**src/rtl/stepper_pkg.sv**
```systemverilog
// -----------------------------------------------------------------------------
// stepper_pkg
//   Shared definitions for the stepper-motor sequencer:
//     - state_t      : sequencer FSM states
//     - PHASE_TABLE  : 8-entry coil pattern table, indexed by the 3-bit phase
//     - next_index() : phase index advance for one half- or full-step
// -----------------------------------------------------------------------------
package stepper_pkg;

    typedef enum logic {
        IDLE = 1'b0,
        RUN  = 1'b1
    } state_t;

    // Coil patterns for phase index 0..7 (entry [0] is the rightmost nibble).
    // Even indices energise one coil (wave drive), odd indices energise two.
    localparam logic [7:0][3:0] PHASE_TABLE = {
        4'b1001,   // 7
        4'b0001,   // 6
        4'b0101,   // 5
        4'b0100,   // 4
        4'b0110,   // 3
        4'b0010,   // 2
        4'b1010,   // 1
        4'b1000    // 0
    };

    // Advance the phase index by one step. Half-step moves one entry, full-step
    // moves two so index parity (wave vs. two-coil drive) is preserved. The
    // 3-bit result wraps modulo 8 naturally.
    function automatic logic [2:0] next_index(input logic [2:0] idx,
                                              input logic       dir,
                                              input logic       half);
        logic [2:0] stride;
        stride = half ? 3'd1 : 3'd2;
        return dir ? (idx + stride) : (idx - stride);
    endfunction

endpackage

```
**src/rtl/stepper_seq_ctrl_step_timer.sv**
```systemverilog
// -----------------------------------------------------------------------------
// step_timer
//   Down-counter that paces steps. A period of 0 is treated as 1.
//   After a load, tick is high during the P-th cycle following the load edge,
//   so the consumer sees its step edge exactly P cycles after the load. The
//   counter then reloads itself and repeats every P cycles.
//
// Ports:
//   clk     in   system clock
//   rst_n   in   asynchronous active-low reset
//   load    in   restart the period (sampled on the rising edge)
//   period  in   PER_W  cycles per tick; used on load and on every reload
//   tick    out  high for one cycle out of every P
// -----------------------------------------------------------------------------
module step_timer #(
    parameter int PER_W = 20
) (
    input  logic             clk,
    input  logic             rst_n,
    input  logic             load,
    input  logic [PER_W-1:0] period,
    output logic             tick
);

    logic [PER_W-1:0] count;
    logic [PER_W-1:0] reload;

    // NOTE: every combinational output is assigned on every path through the
    // block; a path that leaves one unassigned infers a latch.
    always_comb begin
        reload = (period == '0) ? '0 : (period - PER_W'(1));
    end

    // NOTE: sequential state is updated with non-blocking assignments so every
    // register samples pre-edge values regardless of statement order.
    always_ff @(posedge clk or negedge rst_n) begin
        if (!rst_n) begin
            count <= '0;
        end else if (load || (count == '0)) begin
            count <= reload;
        end else begin
            count <= count - PER_W'(1);
        end
    end

    assign tick = (count == '0);

endmodule

```
**src/rtl/stepper_seq_ctrl.sv**
```systemverilog
// -----------------------------------------------------------------------------
// stepper_seq_ctrl
//   Executes commanded stepper moves for one wheel: step count, direction,
//   half/full-step mode and step period. Tracks the coil phase index and a
//   signed cumulative half-step position, and drives the coil pattern.
//
// Parameters:
//   CNT_W    width of the step count
//   PER_W    width of the step period (clock cycles)
//   POS_W    width of the signed position counter
//   HOLD_EN  1: hold the last pattern while idle; 0: de-energise when idle
//
// Ports:
//   clk, rst_n   clock, asynchronous active-low reset
//   cmd_valid    in   command offered
//   cmd_ready    out  high only while idle
//   cmd_steps    in   steps to take (0 = accepted, done pulse, no motion)
//   cmd_dir      in   1 forward (index +, position +), 0 reverse
//   cmd_half     in   1 half-step (index +-1), 0 full-step (index +-2)
//   cmd_period   in   clock cycles per step (0 treated as 1)
//   abort        in   end the current move after this edge
//   pulseout     out  4-bit coil pattern
//   busy         out  high while running a move
//   done         out  one-cycle pulse when a move (or zero-step command) ends
//   aborted      out  last move ended by abort; cleared on next accept
//   position     out  signed cumulative half-step position
// -----------------------------------------------------------------------------
module stepper_seq_ctrl
    import stepper_pkg::*;
#(
    parameter int CNT_W   = 16,
    parameter int PER_W   = 20,
    parameter int POS_W   = 24,
    parameter bit HOLD_EN = 1'b1
) (
    input  logic                    clk,
    input  logic                    rst_n,
    input  logic                    cmd_valid,
    output logic                    cmd_ready,
    input  logic [CNT_W-1:0]        cmd_steps,
    input  logic                    cmd_dir,
    input  logic                    cmd_half,
    input  logic [PER_W-1:0]        cmd_period,
    input  logic                    abort,
    output logic [3:0]              pulseout,
    output logic                    busy,
    output logic                    done,
    output logic                    aborted,
    output logic signed [POS_W-1:0] position
);

    state_t                  state;
    logic [CNT_W-1:0]        remaining;
    logic [2:0]              index;
    logic                    dir_q;
    logic                    half_q;
    logic [PER_W-1:0]        period_q;

    logic                    accept;
    logic                    timer_load;
    logic [PER_W-1:0]        timer_period;
    logic                    tick;
    logic                    step;
    logic                    last_step;
    logic                    move_end;
    logic [2:0]              index_next;
    logic signed [POS_W-1:0] stride;

    always_comb begin
        accept     = cmd_valid && cmd_ready;
        timer_load = accept && (cmd_steps != '0);
        // The period register is not written until the accept edge, so the
        // timer must take the command's period directly when it is loaded.
        timer_period = accept ? cmd_period : period_q;
        step       = (state == RUN) && tick;
        last_step  = step && (remaining == CNT_W'(1));
        // An abort coinciding with a step still lets that step happen; the
        // step branch below runs before the end-of-move branch.
        move_end   = (state == RUN) && (last_step || abort);
        index_next = next_index(index, dir_q, half_q);
        stride     = half_q ? POS_W'(1) : POS_W'(2);
    end

    step_timer #(
        .PER_W (PER_W)
    ) u_step_timer (
        .clk    (clk),
        .rst_n  (rst_n),
        .load   (timer_load),
        .period (timer_period),
        .tick   (tick)
    );

    always_ff @(posedge clk or negedge rst_n) begin
        if (!rst_n) begin
            state     <= IDLE;
            remaining <= '0;
            index     <= 3'd0;
            dir_q     <= 1'b0;
            half_q    <= 1'b0;
            period_q  <= '0;
            position  <= '0;
            pulseout  <= 4'b0000;
            busy      <= 1'b0;
            done      <= 1'b0;
            aborted   <= 1'b0;
            cmd_ready <= 1'b1;
        end else begin
            done <= 1'b0;

            case (state)
                IDLE: begin
                    if (accept) begin
                        aborted <= 1'b0;
                        if (cmd_steps == '0) begin
                            // Zero-step command: acknowledge without motion.
                            done <= 1'b1;
                        end else begin
                            state     <= RUN;
                            busy      <= 1'b1;
                            cmd_ready <= 1'b0;
                            remaining <= cmd_steps;
                            dir_q     <= cmd_dir;
                            half_q    <= cmd_half;
                            period_q  <= cmd_period;
                            // Energise the current detent before the first step.
                            pulseout  <= PHASE_TABLE[index];
                        end
                    end
                end

                RUN: begin
                    if (step) begin
                        index     <= index_next;
                        position  <= dir_q ? (position + stride) : (position - stride);
                        remaining <= remaining - CNT_W'(1);
                        pulseout  <= PHASE_TABLE[index_next];
                    end
                    if (move_end) begin
                        state     <= IDLE;
                        busy      <= 1'b0;
                        cmd_ready <= 1'b1;
                        done      <= 1'b1;
                        aborted   <= abort;
                        // Without holding torque, coils drop on the edge that
                        // enters idle, overriding any final step pattern.
                        if (!HOLD_EN) begin
                            pulseout <= 4'b0000;
                        end
                    end
                end

                default: begin
                    state <= IDLE;
                end
            endcase
        end
    end

endmodule

```
**config.mk**
```make
export PLATFORM = sky130hd
export DESIGN_NAME = stepper_seq_ctrl
export DESIGN_NICKNAME = d
export VERILOG_FILES = /design/src/rtl/stepper_pkg.sv /design/src/rtl/stepper_seq_ctrl_step_timer.sv /design/src/rtl/stepper_seq_ctrl.sv
export SDC_FILE = /design/constraint.sdc
export NUM_CORES = 1
export LEC_CHECK = 0
export ABC_AREA = 1
export CAP_MARGIN = 20
export CORE_UTILIZATION = 63
export DETAILED_ROUTE_END_ITERATION = 16
export MAX_ROUTING_LAYER = met4
export PLACE_DENSITY = 0.86
export SYNTH_ARGS = -nofsm -noshare
export SYNTH_HDL_FRONTEND = slang
export SYNTH_SLANG_ARGS = --single-unit
```
**constraint.sdc**
```tcl
create_clock -name clk -period 3.5 [get_ports clk]
set_clock_uncertainty 0.15 [all_clocks]
set_input_delay 0.35 -clock clk [delete_from_list [all_inputs] [get_ports clk]]
set_output_delay 0.35 -clock clk [all_outputs]
set_load 0.01 [all_outputs]
```
---- Word-level counts from Yosys, hierarchy flattened ----
Memories as Yosys holds them, arrays and structs flattened.
Index checks and enable logic that the tools add are counted.
operators by class
  equality and inequality tests ........... 5
  bitwise logic cells ..................... 2
  divide/modulo/power cells ............... 0
  add/sub/neg operators ................... 7
  reductions and logical operators ........ 16
  multipliers ............................. 0
  $lt $le $gt $ge ......................... 2
  shift-type cells ........................ 0
  multiplexer cells ....................... 36
operators with widths
  kind                                                                    count
  20-bit 2-to-1 mux                                                       3
  16-bit 2-to-1 mux                                                       3
  20-bit logical NOT                                                      2
  20-bit by 1-bit subtractor with 20-bit output, second input constant    2
  16-bit one-hot mux with 2 select lines                                  1
  24-bit by 3-bit adder with 24-bit output                                1
  24-bit 2-to-1 mux                                                       1
  24-bit by 3-bit subtractor with 24-bit output                           1
  4-bit 2-to-1 mux                                                        5
  16-bit by 1-bit equality test with 1-bit output, second input constant  1
  16-bit logical NOT                                                      1
  16-bit nonzero test                                                     1
  16-bit by 1-bit subtractor with 16-bit output, second input constant    1
  1-bit 2-to-1 mux                                                        14
  1-bit one-hot mux with 2 select lines                                   5
  3-bit AND reduction                                                     3
  3-bit by 4-bit < comparator with 1-bit output, second input constant    2
  4-bit one-hot mux with 2 select lines                                   1
  1-bit logical AND                                                       5
  2-bit 2-to-1 mux                                                        2
  2-bit by 1-bit != test with 1-bit output, second input constant         2
  2-bit != test, second input constant                                    2
  2-bit AND reduction                                                     2
  3-bit by 2-bit adder with 3-bit output                                  1
  other kinds (4)                                                         6
storage, ports and cells
  bits in writable memories ............... 0
  bits of input ports ..................... 42
  output and inout port bits .............. 32
  bits in latches ......................... 0
  ROM bits ................................ 64
  register bits after elaboration ......... 94
  memories ................................ 2
memory list
  memory            depth  width  rd ports  clocked after memory_dff  write ports  line                     text
  (name not given)  8      4      1         0                         0            stepper_seq_ctrl.sv:137  pulseout <= PHASE_TABLE[index_next];
  (name not given)  8      4      1         0                         0            stepper_seq_ctrl.sv:127  pulseout <= PHASE_TABLE[index];

---- Longest topological paths before layout ----
Gate-level depths: netlist of the first run.
  depth after elaboration ................. 7
  depth in mapped cells ................... 14
  depth with buffers taken out ............ 14

---- Hierarchy ----
From an unflattened synthesis of the first run, not the netlist that was laid out.
unflattened totals
  cells, all modules ...................... 1,167
  area total of the unflattened synthesis .. 7,490.9 sq um
modules (own cells, without submodules)
  module            seq. area each (sq um)  times used  area an instance (sq um)  cells each
  stepper_seq_ctrl  1,853.0                 1           5,551.6                   838
  step_timer        500.5                   1           1,939.4                   329

---- Worst setup path before layout of the first run ----
No wires, ideal clock.
  kind .................................... reg2reg
  start point ............................. register dir_q
  end point ............................... register position[13]
  setup time .............................. 117 ps
  period minus slack after synthesis ...... 2,370 ps
  path buffers ............................ 0
  slack ................................... 1,130 ps
  cell stages (with the launch flop) ...... 11
  arrival ................................. 2,102 ps
  cell sequence ........................... dfrtp_1 inv_1 ha_1 or2_2 nand3_1 nand2_1 nand2_1 nand2_1 or2_2 nand3_1 nand2_1
on the way
  cells in the longest elaborated chain, start to end .. 1
RTL lines
  element                   line                     text
  start: declaration        stepper_seq_ctrl.sv:55   logic dir_q;
  start signal: assignment  stepper_seq_ctrl.sv:123  dir_q <= cmd_dir;
  24-bit 2-to-1 mux         stepper_seq_ctrl.sv:135  position <= dir_q ? (position + stride) : (position - stride);
  end signal: assignment    stepper_seq_ctrl.sv:135
  end: declaration          stepper_seq_ctrl.sv:49   output logic signed [POS_W-1:0] position
No other way between the ends.
A chain may end at the register's enable or synchronous reset.

---- Final worst setup path of the first run ----
  start point ............................. register cmd_ready
  end point ............................... register u_step_timer.count[15]
on the way
  cells in the longest elaborated chain, start to end .. 5
RTL lines
  element                                                                                     line                               text
  start: declaration                                                                          stepper_seq_ctrl.sv:39             output logic cmd_ready,
  start signal: assignment                                                                    stepper_seq_ctrl.sv:107            cmd_ready <= 1'b1;
  start signal: assignment                                                                    stepper_seq_ctrl.sv:121            cmd_ready <= 1'b0;
  start signal: assignment                                                                    stepper_seq_ctrl.sv:142            cmd_ready <= 1'b1;
  1-bit logical AND *                                                                         stepper_seq_ctrl.sv:70             accept = cmd_valid && cmd_ready;
  20-bit 2-to-1 mux                                                                           stepper_seq_ctrl.sv:74             timer_period = accept ? cmd_period : period_q;
  20-bit by 1-bit subtractor with 20-bit output / 20-bit logical NOT (equally long branches)  stepper_seq_ctrl_step_timer.sv:31  reload = (period == '0) ? '0 : (period - PER_W'(1));
  20-bit 2-to-1 mux                                                                           stepper_seq_ctrl_step_timer.sv:31
  20-bit 2-to-1 mux *                                                                         stepper_seq_ctrl_step_timer.sv:39  end else if (load || (count == '0)) begin
  end signal: assignment                                                                      stepper_seq_ctrl_step_timer.sv:40  count <= reload;
  end signal: assignment                                                                      stepper_seq_ctrl_step_timer.sv:42  count <= count - PER_W'(1);
  end: declaration                                                                            stepper_seq_ctrl_step_timer.sv:25  logic [PER_W-1:0] count;
Mark *: on every way between the ends. The rest lies on a longest branch, timed or not.

==> summary.md, run 1 <==
| Metric | Value |
|---|---|
| Primary flip-flop cell chosen by synthesis mapping | `sky130_fd_sc_hd__dfrtp_1` |
| Total power | `6.38 mW` |
| Nets | `1325` |
| Post-CTS setup-driven buffer insertion count | `0` |
| DRT Pass-1 Iters | `5` |
| Routed length per placed instance | `13.5 µm` |
| Setup violations, final | `0` |
| Worst path max stage delay | `0.91 ns` |
| Dpl cells | `1381` |
| Outcome | `completed` |
| Leakage | `4.56 nW` |
| Dominant cell type by count on the critical path | `sky130_fd_sc_hd__nand2_1` |
| Register-to-register setup slack | `0.74 ns` |
| Number of buffers inserted during clock tree synthesis | `9` |
| Count of state elements after synthesis | `94` |
| Async set or reset register ratio after synthesis | `1.00` |
| Number of DRC violations after detailed routing | `0` |
| Mean post-synth cell area | `6.25 µm²` |
| Via density | `5.42` |
| Residual overflow from global routing | `0` |
| Worst path slowest cell | `sky130_fd_sc_hd__dfstp_2` |
| Library cell with the highest instance count after synthesis | `sky130_fd_sc_hd__nand2_1` |
| Portion of synthesized cell area occupied by the leading cell type | `0.314` |
| Total number of vias | `7579` |
| Ranking of synthesized cells by area | `sky130_fd_sc_hd__dfrtp_1, sky130_fd_sc_hd__nand2_1, sky130_fd_sc_hd__inv_1` |
| Number of warnings printed during yosys synthesis | `0` |
| Die width | `110 µm` |
| Total GRT Usage | `0.335` |
| Root Buffer | `sky130_fd_sc_hd__clkbuf_16` |
| Number of DRC violations after detailed-routing iteration 0 | `528` |
| Number of distinct library cell variants in the gate-level netlist after synthesis | `40` |
| Sequential cell area fraction in the yosys report | `0.317` |
| H-tree levels | `3` |
| CTS tree | `built` |
| Final hold violation count | `0` |
| # diodes | `0` |
| Class of the most critical setup path | `flip-flop to flip-flop` |
| Fraction of final layout cells with drive strength greater than 1 | `0.0454` |
| Cell class contributing the biggest share of worst-path delay | `simple AND/OR/NAND/NOR gates` |
| Launching point of the worst reg2reg path | `cmd_ready` |
| DRT Wirelength | `18900 µm` |
| Total core area | `11500 µm²` |
| Initial antenna violation count | `0` |
| Total negative slack | `0 ns` |
| IO Port Bufs | `73` |
| Tcrit/Tclk final | `0.790` |
| Critical path startpoint category | `flip-flop` |
| FILL cells | `946` |
| Max-capacitance violation count | `0` |
| Largest driver fanout on the critical path | `35` |
| Final weighted congestion of routability-driven global placement | `0.927` |
| Critical path arrival | `2.84 ns` |
| Final critical delay including setup and external delays | `2.76 ns` |
| Final Max Slew Viols | `0` |
| Kind of end point of the critical path | `flip-flop` |
| Clock Path Buffers | `2` |
| Cell Area, Synth | `7420 µm²` |
| Clock latency reported for the late side of the worst-skew pair | `0.36 ns` |
| Post-DP HPWL | `13800 µm` |
| Hold buffers post-CTS | `0` |
| Reg2Reg Capture Point | `u_step_timer.count[15]` |
| RSZ-0062 raised after global routing | `no` |
| Antenna-violating nets left | `0` |
| Power density over the cells | `742 nW/µm²` |
| Class of the tightest hold or removal check | `input port to async pin` |
| Clock sink count | `94` |
| Nets in the synthesized netlist | `1261` |
| Post-cts repair resize count | `0` |
| Initial core utilization | `0.647` |
| Worst Path Buf+Inv | `0` |
| Post-synth EDFFs | `0` |
| Wire length of the first global-routing pass | `32500 µm` |
| VDD IR max | `0.533 mV` |
| Pin count of the biggest net entering global routing | `82` |
| Non-filler instance count after layout | `1399` |
| Worst R2R Path Depth | `9` |
| Area growth, synth to finish | `16.0%` |
| Cells after Synth | `1187` |
| Standard-cell row count | `39` |
| Ordered cell list for the critical path | `nand2_8, nand2_1, nand2_1, nor2_1, nand2_1, nor2_1, nand3_1, nand2_1, o21ai_1` |
| Area enclosed by the die boundary | `12200 µm²` |
| Maximum clock rate | `362 MHz` |
| Worst-case headroom to the max-slew limit | `0.338` |
| WP data required | `3.58 ns` |
| Worst Max-Slew Pin Slew | `0.992 ns` |
| Overall die height | `110 µm` |
| Leading cell types by count after synthesis | `sky130_fd_sc_hd__nand2_1, sky130_fd_sc_hd__inv_1, sky130_fd_sc_hd__nor2_1, sky130_fd_sc_hd__nand3_1, sky130_fd_sc_hd__dfrtp_1` |
| Via count of the first global-routing pass | `6899` |
| Clock slew seen by the registers of the worst setup and hold paths | `0.07 ns` |
| Number of I/O pins | `74` |
| Synth area leader | `sky130_fd_sc_hd__dfrtp_1` |
layout make-up:
class                           instances  area (µm²)  area share
Clock buffer                           12         256      0.0298
Clock inverter                          4         101      0.0118
Inverter                              156         586      0.0680
Multi-Input combinational cell        909        4320       0.502
Sequential cell                        94        2350       0.273
Tap cell                              143         179      0.0208
Timing Repair Buffer                   81         811      0.0942
sequential cells by signal, summed over array words and instances (netlist names):
signal / cells
done: 1
state: 1
period_q: 20
dir_q: 1
u_step_timer.count: 20
aborted: 1
index: 3
pulseout: 4
busy: 1
remaining: 16
cmd_ready: 1
half_q: 1
position: 24
layer usage:
metal,global-route usage,up-vias,share of wire
met5,-,-,0
met4,0.0889,0,0.014
met3,0.0329,22,0.068
met2,0.506,296,0.45
met1,0.483,3423,0.46
li1,-,3838,-
metrics by stage:
stage / hold WS, ns / util / worst slack (ns) / area (µm²)
2_1_floorplan: -0.0956 / - / 1.13 / 7420
3_3_place_gp: 0.305 / 0.716 / 0.762 / 8210
3_5_place_dp: 0.309 / 0.716 / 0.700 / 8210
4_1_cts: 0.0674 / 0.747 / 0.796 / 8570
5_1_grt: 0.301 / 0.750 / 0.496 / 8610
6_report: 0.277 / 0.750 / 0.735 / 8610
worst max-delay path by stage:
stage	startpoint	to	slack, ns	cells past startpoint
6_report	cmd_ready	u_step_timer.count[15]	0.74	9
5_1_grt	cmd_ready	u_step_timer.count[14]	0.50	9
3_5_place_dp	cmd_valid	u_step_timer.count[15]	0.70	12
3_3_place_gp	cmd_valid	u_step_timer.count[14]	0.76	12
4_1_cts	cmd_ready	u_step_timer.count[15]	0.80	10
2_1_floorplan	dir_q	position[13]	1.13	10
cells in the final DEF (no fill, tap or decap), drive strengths merged, types with 2 or more instances in the layout:
master	instances
xor2	14
nand3b	5
o21ai	67
and2	2
o22ai	4
nor2	140
dfrtp	93
clkbuf	12
nor3	8
or2	8
o21bai	3
nand3	107
a31oi	2
inv	157
xnor2	12
clkdlybuf4s50	72
nand4	13
bufinv	3
nand2	462
buf	8
ha	30
a21oi	23
fa	2
report_power, final:
part	total, mW	internal [mW]	switching [mW]
registers	1.86	1.47	0.391
clock network	1.19	0.744	0.449
logic	3.33	1.16	2.17
cells by family after synthesis:
| group | after synthesis | synth area share |
|---|---|---|
| AO/OA/AOI/OAI | 104 | 0.0759 |
| XOR/XNOR | 26 | 0.0307 |
| adder cells (fa/ha/maj) | 32 | 0.0560 |
| buffers and inverters | 184 | 0.100 |
| flip-flops | 94 | 0.317 |
| AND/OR/NAND/NOR | 747 | 0.420 |
(Power assumes the default switching activity.)
==> run 2, diff against run 1 <==
--- a/config.mk
+++ b/config.mk
@@ -7,10 +7,10 @@
 export LEC_CHECK = 0
 export ABC_AREA = 1
 export CAP_MARGIN = 20
-export CORE_UTILIZATION = 63
+export CORE_UTILIZATION = 59
 export DETAILED_ROUTE_END_ITERATION = 16
 export MAX_ROUTING_LAYER = met4
-export PLACE_DENSITY = 0.86
+export PLACE_DENSITY = 0.81
 export SYNTH_ARGS = -nofsm -noshare
 export SYNTH_HDL_FRONTEND = slang
 export SYNTH_SLANG_ARGS = --single-unit
==> constraint.sdc (replaced) <==
create_clock -name clk -period 2.7 [get_ports clk]
set_clock_uncertainty 0.15 [all_clocks]
set_input_delay 0.27 -clock clk [delete_from_list [all_inputs] [get_ports clk]]
set_output_delay 0.27 -clock clk [all_outputs]
set_load 0.01 [all_outputs]
==> summary.md, run 2 (synthesis gave the netlist of run 1 again) <==
| Metric | Value |
|---|---|
| Dominant cell type by count on the critical path | `sky130_fd_sc_hd__inv_1` |
| Nets | `1338` |
| Residual overflow from global routing | `0` |
| Setup violations, final | `0` |
| Leading cell type in the layout, fill and taps excluded | `sky130_fd_sc_hd__nand2_1` |
| Critical path arrival | `2.45 ns` |
| Final weighted congestion of routability-driven global placement | `0.962` |
| Via count of the first global-routing pass | `6535` |
| Number of DRC violations after detailed-routing iteration 0 | `604` |
| Total core area | `12100 µm²` |
| Power density over the cells | `944 nW/µm²` |
| Utilization of the core after routing | `0.718` |
| DRT Wirelength | `18500 µm` |
| Leading cell types in the layout, fill and taps excluded | `sky130_fd_sc_hd__nand2_1, sky130_fd_sc_hd__inv_1, sky130_fd_sc_hd__nor2_1` |
| Final Max Slew Viols | `0` |
| Maximum clock rate | `416 MHz` |
| Total number of vias | `7482` |
| RSZ-0062 raised after global routing | `no` |
| Worst R2R Path Depth | `9` |
| Initial core utilization | `0.612` |
| Worst path depth | `9` |
| Area enclosed by the die boundary | `13000 µm²` |
| Worst path slowest cell | `sky130_fd_sc_hd__inv_1` |
| Number of DRC violations after detailed routing | `0` |
| Outcome | `completed` |
| Leakage | `4.61 nW` |
| Total GRT Usage | `0.311` |
| H-tree levels | `3` |
| Worst Path Buf+Inv | `3` |
| Capturing element of the worst setup path | `position[4]` |
| Antenna-violating nets left | `0` |
| Kind of end point of the critical path | `flip-flop` |
| Biggest registers after layout | `position (24), period_q (20), u_step_timer.count (20)` |
| Worst path max stage delay | `0.46 ns` |
| Reg2Reg Capture Point | `position[4]` |
| Max-capacitance violation count | `0` |
| Total power | `8.21 mW` |
| Clock latency reported for the late side of the worst-skew pair | `0.35 ns` |
| Register-to-register setup slack | `0.29 ns` |
| Clock Path Buffers | `2` |
| Via density | `5.21` |
| # diodes | `0` |
| Tcrit/Tclk final | `0.891` |
| Clock sink count | `94` |
| Initial antenna violation count | `0` |
| CTS tree | `built` |
| Reg with most FFs | `position` |
| Critical path startpoint category | `flip-flop` |
| Largest driver fanout on the critical path | `34` |
| Fraction of final layout cells with drive strength greater than 1 | `0.0552` |
| Class of the tightest hold or removal check | `flip-flop to flip-flop` |
| Cell class contributing the biggest share of worst-path delay | `simple AND/OR/NAND/NOR gates` |
| Flip-flop count of the largest register, all copies and words added | `24` |
| DRT Pass-1 Iters | `5` |
| Total negative slack | `0 ns` |
| Die width | `114 µm` |
| Number of I/O pins | `74` |
| Class of the most critical setup path | `flip-flop to flip-flop` |
| Launching point of the worst reg2reg path | `u_step_timer.count[0]` |
| VDD IR max | `0.558 mV` |
| Routed length per placed instance | `12.9 µm` |
| Wire length of the first global-routing pass | `31200 µm` |
| Overall die height | `114 µm` |
| Area growth, synth to finish | `17.3%` |
| Worst Max-Slew Pin Slew | `1.02 ns` |
| Ordered cell list for the critical path | `inv_1, ha_1, inv_1, nor3_1, nand3_1, nor2_1, inv_1, nand2_1, o21ai_1` |
| Post-DP HPWL | `14000 µm` |
| Worst-case headroom to the max-slew limit | `0.321` |
| IO Port Bufs | `73` |
| Root Buffer | `sky130_fd_sc_hd__clkbuf_16` |
| Pin count of the biggest net entering global routing | `95` |
| WP data required | `2.75 ns` |
| Startpoint of the most critical setup path | `u_step_timer.count[0]` |
| Final hold violation count | `0` |
| Clock slew seen by the registers of the worst setup and hold paths | `0.06 ns` |
| Standard-cell row count | `40` |
| Final critical delay including setup and external delays | `2.41 ns` |
| Number of buffers inserted during clock tree synthesis | `9` |
## run 2: cell types whose count changed in the layout (fill, tap and decap cells not counted)
| cell | before | now |
|---|---|---|
| sky130_fd_sc_hd__bufinv_16 | 3 | 2 |
| sky130_fd_sc_hd__inv_8 | 1 | 0 |
| sky130_fd_sc_hd__clkbuf_1 | 1 | 0 |
| sky130_fd_sc_hd__buf_12 | 0 | 1 |
| sky130_fd_sc_hd__buf_4 | 7 | 20 |
| sky130_fd_sc_hd__clkinv_4 | 0 | 1 |
| sky130_fd_sc_hd__inv_6 | 0 | 1 |
| sky130_fd_sc_hd__buf_16 | 1 | 0 |
## run 2: cell type report
type | instances | area [µm²]
clock buffer | 11 | 253
fill | 1080 | 3410
tap | 168 | 210
timing repair buffer | 94 | 901
sequential | 94 | 2350
clock inverter | 4 | 77.6
multi-input combinational | 909 | 4320
inverter | 156 | 586
## run 2: worst min-delay path by stage
stage                     cells past startpoint           end    startpoint  slack [ns]
after CTS                                     2  period_q[19]  period_q[19]        0.33
final                                         2  period_q[19]  period_q[19]        0.32
after global placement                        2  position[10]         rst_n        0.21
after floorplan                               0       aborted         rst_n       -0.18
after global routing                          2  period_q[19]  period_q[19]        0.34
after detailed placement                      2  position[10]         rst_n        0.21
## run 2: through the flow
step / setup WS, ns / cells / hold WS, ns / area, µm²
2_1_floorplan: 0.330 / 1187 / -0.176 / 7420
3_3_place_gp: 0.135 / 1420 / 0.209 / 8360
5_1_grt: 0.0722 / 1436 / 0.343 / 8700
4_1_cts: 0.325 / 1436 / 0.326 / 8700
6_report: 0.294 / 1436 / 0.322 / 8700
3_5_place_dp: 0.110 / 1420 / 0.209 / 8360
## run 2: worst min-delay path: cells and delay by family (launching register included)
family	cells	cell delay, ns
flops	1	0.34
simple gates	2	0.09
## run 2: metal layers
metal | global-route usage | vias to the layer above | share of wire | routed length (µm)
li1 | - | 3863 | - | -
met1 | 0.453 | 3356 | 0.49 | 9150
met2 | 0.459 | 247 | 0.44 | 8090
met3 | 0.0381 | 16 | 0.058 | 1080
met4 | 0.0797 | 0 | 0.010 | 193
met5 | - | - | 0 | 0
## run 2: report_power, final
group          leakage (nW)  switching, mW  internal, mW
clock network         0.162          0.554         0.862
registers              1.21          0.420          1.91
logic                  3.24           2.88          1.59
total                  4.61           3.85          4.36
## run 2: what timing repair did
| action | CTS | global route |
|---|---|---|
| hold endpoints to repair | 93 | 0 |
| gates resized for setup | 0 | 0 |
| hold buffers | 1 | 0 |
| buffers inserted | 0 | 0 |
| endpoints found under the setup margin | 0 | 0 |
==> edit 1, RTL diff (settings of run 2) <==
Reset style: synchronous (`rst_n`), changed in 2 clocked blocks. Comments in the files are not updated.
--- a/src/rtl/stepper_seq_ctrl_step_timer.sv
+++ b/src/rtl/stepper_seq_ctrl_step_timer.sv
@@ -33,7 +33,7 @@
 
     // NOTE: sequential state is updated with non-blocking assignments so every
     // register samples pre-edge values regardless of statement order.
-    always_ff @(posedge clk or negedge rst_n) begin
+    always_ff @(posedge clk) begin
         if (!rst_n) begin
             count <= '0;
         end else if (load || (count == '0)) begin
--- a/src/rtl/stepper_seq_ctrl.sv
+++ b/src/rtl/stepper_seq_ctrl.sv
@@ -91,7 +91,7 @@
         .tick   (tick)
     );
 
-    always_ff @(posedge clk or negedge rst_n) begin
+    always_ff @(posedge clk) begin
         if (!rst_n) begin
             state     <= IDLE;
             remaining <= '0;
Check against the original RTL: differs if rst_n is asserted again (counterexample within 4 cycles, from zero or initial values and one cycle with rst_n low); with rst_n held inactive, the same outputs for 4 cycles.
==> edit 1 against run 2 <==
Final cell count decreased by 3.2%. Area after synthesis shrank 2.8%. Wire length increased by 5.9%. Die area decreased by 2.8%. Non-clock buffer count is 4 higher. Sequential cell count grew 4. Setup slack lost 0.10 ns. Global-route usage is 1.7 points higher. Sequential share of layout area is 3.7 points lower. Core utilization increased by 0.22 points. Cell area shrank 3.4%.
Power is not compared: it rests on default switching activity, and its combinational part moved more than twofold at a synthesized area within 25%.
==> edit 1: results (changes against run 2) <==
| Metric | Value |
|---|---|
| Leakage | 4.01 nW |
| Port Buffers | 73 (unchanged) |
| Vias in the first global route | 6753 (+3.3%) |
| Primary FF master, synth | dfxtp_1 |
| Synth area leaders | dfxtp_1 (27%), nand2_1 (15%), nor2_1 (8.5%) |
| Wire length per cell | 14.1 µm (+9.4%) |
| Synth unique cells | 43 (+7.5%) |
| ANT cells | 0 (unchanged) |
| CP arrival | 2.67 ns (+0.22 ns) |
| Initial antenna violation count | 0 (unchanged) |
| TritonCTS Buffers | 9 (unchanged) |
| Buffer depth of the longest clock path | 2 (unchanged) |
| Max VDD drop | around 0.51 mV |
| Fin nets | 1316 (-1.6%) |
| WS Path Type | register to register |
| Status | finished, final reports clean |
| Synthesized Nets | 1243 (-1.4%) |
| Maximum fanout along the worst path | 6 (-82%) |
| Vias per std cell | 5.53 (+6.1%) |
| Post-synthesis sequential area ratio | 0.272 (-0.0451) |
| Detailed Route Iter0 Violations | 645 (+6.8%) |
| Fraction of layout cells with a size suffix above 1 | 0.0810 (+0.0258) |
| DRT Pass-1 Iters | 5 (unchanged) |
| Dpl hpwl | 14.5 mm (+3.6%) |
| Slew HR | 0.551 (+0.229) |
| GRT Total Usage | 0.328 (+0.0168) |
| Most instantiated cells after synthesis | nand2_1 (290), nor2_1 (164), inv_1 (131) |
| Largest net degree at the start of global routing | 52 (-45%) |
| Worst skew pair latency | around 0.36 ns |
| Hold Crit Start | period_q[14]$_SDFFE_PN0P_ |
| First-pass GRT wire length | 32.4 mm (+3.8%) |
| Post-synth ARST share | 0 (-1.00) |
| RePlAce Congestion | 0.968 (+0.67%) |
| Worst R2R Start | dir_q$_SDFFE_PN0P_ |
-- edit 1: changes by cell type after synthesis, sizes merged, moves of 5 or more --
cell,delta
dfrtp,-93
inv,-19
o211ai,+5
nand2,-162
nor3,+7
nor2,+38
dfxtp,+98
o21ai,+20
nand4,+8
a21oi,+76
-- edit 1: through the flow --
stage	area [µm²]	setup WS (ns)	utilization	std cells	hold WS, ns
floorplan	7210	0.474	-	1169	0.268
global placement	8030	0.202	0.689	1365	0.285
detailed placement	8030	0.105	0.689	1365	0.288
CTS	8310	0.206	0.712	1381	0.298
global route	8400	0.0562	0.721	1390	0.313
finish	8400	0.193	0.721	1390	0.293
-- edit 1: worst paths after layout --
kind	cells past startpoint	end	slack [ns]
setup / recovery	13	position[14]$_SDFFE_PN0N_	0.19
hold / removal	2	period_q[14]$_SDFFE_PN0P_	0.29
setup reg to reg	13	position[14]$_SDFFE_PN0N_	0.19
hold reg to reg	2	period_q[14]$_SDFFE_PN0P_	0.29
-- edit 1: report_power, final --
group	switching (mW)	internal [mW]	leakage [nW]
logic	1.36	0.758	3.07
clock network	0.595	0.653	0.139
registers	0.145	1.61	0.803
-- edit 1: what timing repair did --
item,CTS,global route
setup endpoints to repair,0,2
gates resized for setup,0,10
buffers inserted,0,9
-- edit 1: logic make-up after synthesis --
kind of cell	after synthesis	share of synthesized area
simple gates	630	0.383
compound gates	211	0.157
buf+inv	174	0.100
flops	98	0.272
fa+ha+maj	32	0.0576
xor+xnor	24	0.0292
-- edit 1: final cells by class --
class / instances / area (µm²)
Multi-Input combinational cell: 897 / 4540
Tap cell: 143 / 179
Fill cell: 1040 / 3260
Clock buffer: 10 / 239
Timing Repair Buffer: 98 / 916
Clock inverter: 6 / 40.0
Inverter: 138 / 522
Sequential cell: 98 / 1960
-- edit 1: layer usage --
metal  vias up  global-route usage  share of wire
met2       293               0.497           0.43
li1       3952                   -              -
met3        18              0.0367          0.074
met1      3418               0.465           0.48
met5         -                   -              0
met4         0              0.0800          0.012
-- edit 1: critical path, cell delays in order (launching register included) --
cell and delay [ns]:
dfxtp_2 0.37, clkinvlp_4 0.17, buf_4 0.17, buf_4 0.12, ha_1 0.34, nand2_1 0.17, nor2_1 0.16, nand2_1 0.12
a21oi_1 0.20, nor2_1 0.07, or2_2 0.27, nand3_1 0.06, nand2_1 0.05, inv_1 0.04
==> edit 2, RTL diff (config.mk and constraints of run 2) <==
Made on the original files. `PER_W` is set to 20 in 2 places; all go to 40.
--- a/src/rtl/stepper_seq_ctrl_step_timer.sv
+++ b/src/rtl/stepper_seq_ctrl_step_timer.sv
@@ -13,7 +13,7 @@
 //   tick    out  high for one cycle out of every P
 // -----------------------------------------------------------------------------
 module step_timer #(
-    parameter int PER_W = 20
+    parameter int PER_W = 40
 ) (
     input  logic             clk,
     input  logic             rst_n,
--- a/src/rtl/stepper_seq_ctrl.sv
+++ b/src/rtl/stepper_seq_ctrl.sv
@@ -29,7 +29,7 @@
     import stepper_pkg::*;
 #(
     parameter int CNT_W   = 16,
-    parameter int PER_W   = 20,
+    parameter int PER_W   = 40,
     parameter int POS_W   = 24,
     parameter bit HOLD_EN = 1'b1
 ) (
Interface: changed (resized cmd_period); port bits go from 74 to 94. The function was not compared with the original's and may differ.
==> edit 2 against run 2 <==
Sequential power increased by 45%. Area after synthesis increased by 40%. Wire length is 63% higher. Clock power up 63%. Sequential share of layout area increased by 0.37 points. Setup slack got worse by 0.16 ns. Synthesized cell count increased by 38%. Total power is 44% higher. Sequential cell count is 40 higher. Cell area rose by 41%. Count of clock-buffer cells in the layout is 7 higher. Worst hold slack got worse by 0.076 ns.
==> edit 2: results (changes against run 2) <==
| Metric | Value |
|---|---|
| Primary FF master, synth | dfrtp_1 |
| WHS | 0.246 ns (-0.0759 ns) |
| Worst-path cell with the longest stage delay | dfrtp_1 |
| DRC | 0 (unchanged) |
| Complex-gate fraction of the synthesized area | 0.108 (+0.0324) |
| Via count | 10900 (+45%) |
| Final period utilization | 0.952 (+0.0607) |
| Leakage | 6.05 nW (+31%) |
| Pre-CTS setup slack | 0.0988 ns (-0.0113 ns) |
| Maximum fanout along the worst path | 5 (-85%) |
| Post-synth ARST share | 1.00 (unchanged) |
| Status | finished, final reports clean |
| Hold crit path type | primary input to asynchronous set/reset pin |
| Port Buffers | 93 (+27%) |
| Wire length per cell | 15.3 µm (+19%) |
| Worst path max stage delay | 0.38 ns (-0.08 ns) |
| Dpl cell area | 11600 µm² (+38%) |
| Post-synthesis sequential area ratio | 0.323 (+0.00565) |
| Synth area leaders | dfrtp_1 (32%), nand2_1 (20%), nor2_1 (7.8%) |
| Final Core Density | 0.710 (-0.00864) |
| Synth Area in XOR/XNOR | 0.0380 (+0.00724) |
| Fillers | 1526 (+41%) |
| Fin nets | 1828 (+37%) |
| Yosys warnings | 0 (unchanged) |
| GRT Total Usage | 0.353 (+0.0423) |
| Worst-margin pin slew | 0.599 ns (-0.418 ns) |
| Buffer depth of the longest clock path | 2 (unchanged) |
| CTS H-tree lvls | 4 (+1) |
| Registers with the most flip-flops | period_q (40), u_step_timer.count (40), position (24) |
| WS Path Type | register to register |
| Syn Inst Count | 1641 (+38%) |
| Critical R2R Capture | u_step_timer.count[34]$_DFF_PN0_ |
| Vias in the first global route | 10000 (+53%) |
| Clk slew on worst S/H paths | approximately 0.070 ns |
| Mux contribution to synthesized area | 0 (unchanged) |
| Synth unique cells | 42 (+5.0%) |
| Worst R2R Setup Slack | 0.13 ns (-0.16 ns) |
| Fraction of layout cells with a size suffix above 1 | 0.0629 (+0.00772) |
| First-pass GRT wire length | 48.8 mm (+56%) |
| RePlAce Congestion | 1.02 (+5.6%) |
| Synthesized Nets | 1734 (+38%) |
| GR Overflow Total | 0 (unchanged) |
| Max VDD drop | 0.634 mV (+14%) |
| Worst skew pair latency | 0.44 ns (+0.09 ns) |
| TritonCTS Buffers | 17 (+8) |
| Detailed Route Iter0 Violations | 1163 (+93%) |
| CP arrival | 2.74 ns (+0.29 ns) |
| Non-Filler Instances | 1973 (+37%) |
| Synth Area in Adders | 0.0388 (-0.0172) |
| R2R depth | 8 (-1) |
| ANT cells | 0 (unchanged) |
| Initial antenna violation count | 0 (unchanged) |
| Dpl hpwl | 22.9 mm (+64%) |
| DRT Pass-1 Iters | 8 (+3) |
| Largest net degree at the start of global routing | 78 (-18%) |
| Most instantiated cells after synthesis | nand2_1 (567), nor2_1 (217), inv_1 (171) |
| Placed cell count | 1938 (+36%) |
==> edit 2: changes by cell type after synthesis, sizes merged, moves of 13 or more <==
cell	change
a21oi	+24
dfrtp	+40
inv	+17
nand2	+114
nand3	+24
nand4	+13
nor2	+91
o21ai	+71
==> edit 2: area by class of cell <==
cell class	count	share of cell area
well taps	225	0.0230
clock inverters	14	0.0116
inverters	173	0.0534
clock buffers	18	0.0359
flip-flops and latches	134	0.274
repair buffers	121	0.0992
multi-input cells	1288	0.503
==> edit 2: cells by family after synthesis <==
| logic type | after synthesis |
|---|---|
| AND/OR/NAND/NOR | 999 |
| buffers and inverters | 220 |
| AO/OA/AOI/OAI | 212 |
| flip-flops | 134 |
| XOR/XNOR | 45 |
| adder cells (fa/ha/maj) | 31 |
==> edit 2: repair_timing <==
action / CTS / global route
endpoints found under the hold margin: 52 / 0
gates resized for setup: 0 / 20
endpoints found under the setup margin: 0 / 37
hold buffers: 1 / 0
buffers inserted: 0 / 1
==> edit 2: worst reg2reg max path, cell delays in order (launching register included) <==
cell and delay [ns]:
dfrtp_1 0.38, inv_1 0.12, ha_1 0.27, nand2_1 0.18
nor2_1 0.36, nand3_1 0.24, or2_2 0.36, o21ai_0 0.32
nand2_1 0.09
==> edit 2: where the power goes <==
| part | internal [mW] | switching [mW] | leakage (nW) |
|---|---|---|---|
| registers | 2.79 | 0.608 | 1.69 |
| logic | 2.05 | 4.07 | 4.09 |
| clock network | 1.31 | 1.01 | 0.272 |
| total | 6.15 | 5.69 | 6.05 |
==> edit 2: metal layers <==
layer | vias up | part of all wire | track usage
met4 | 0 | 0.014 | 0.0899
met5 | - | 0 | -
met1 | 4999 | 0.46 | 0.492
met3 | 38 | 0.071 | 0.0571
li1 | 5435 | - | -
met2 | 406 | 0.46 | 0.536
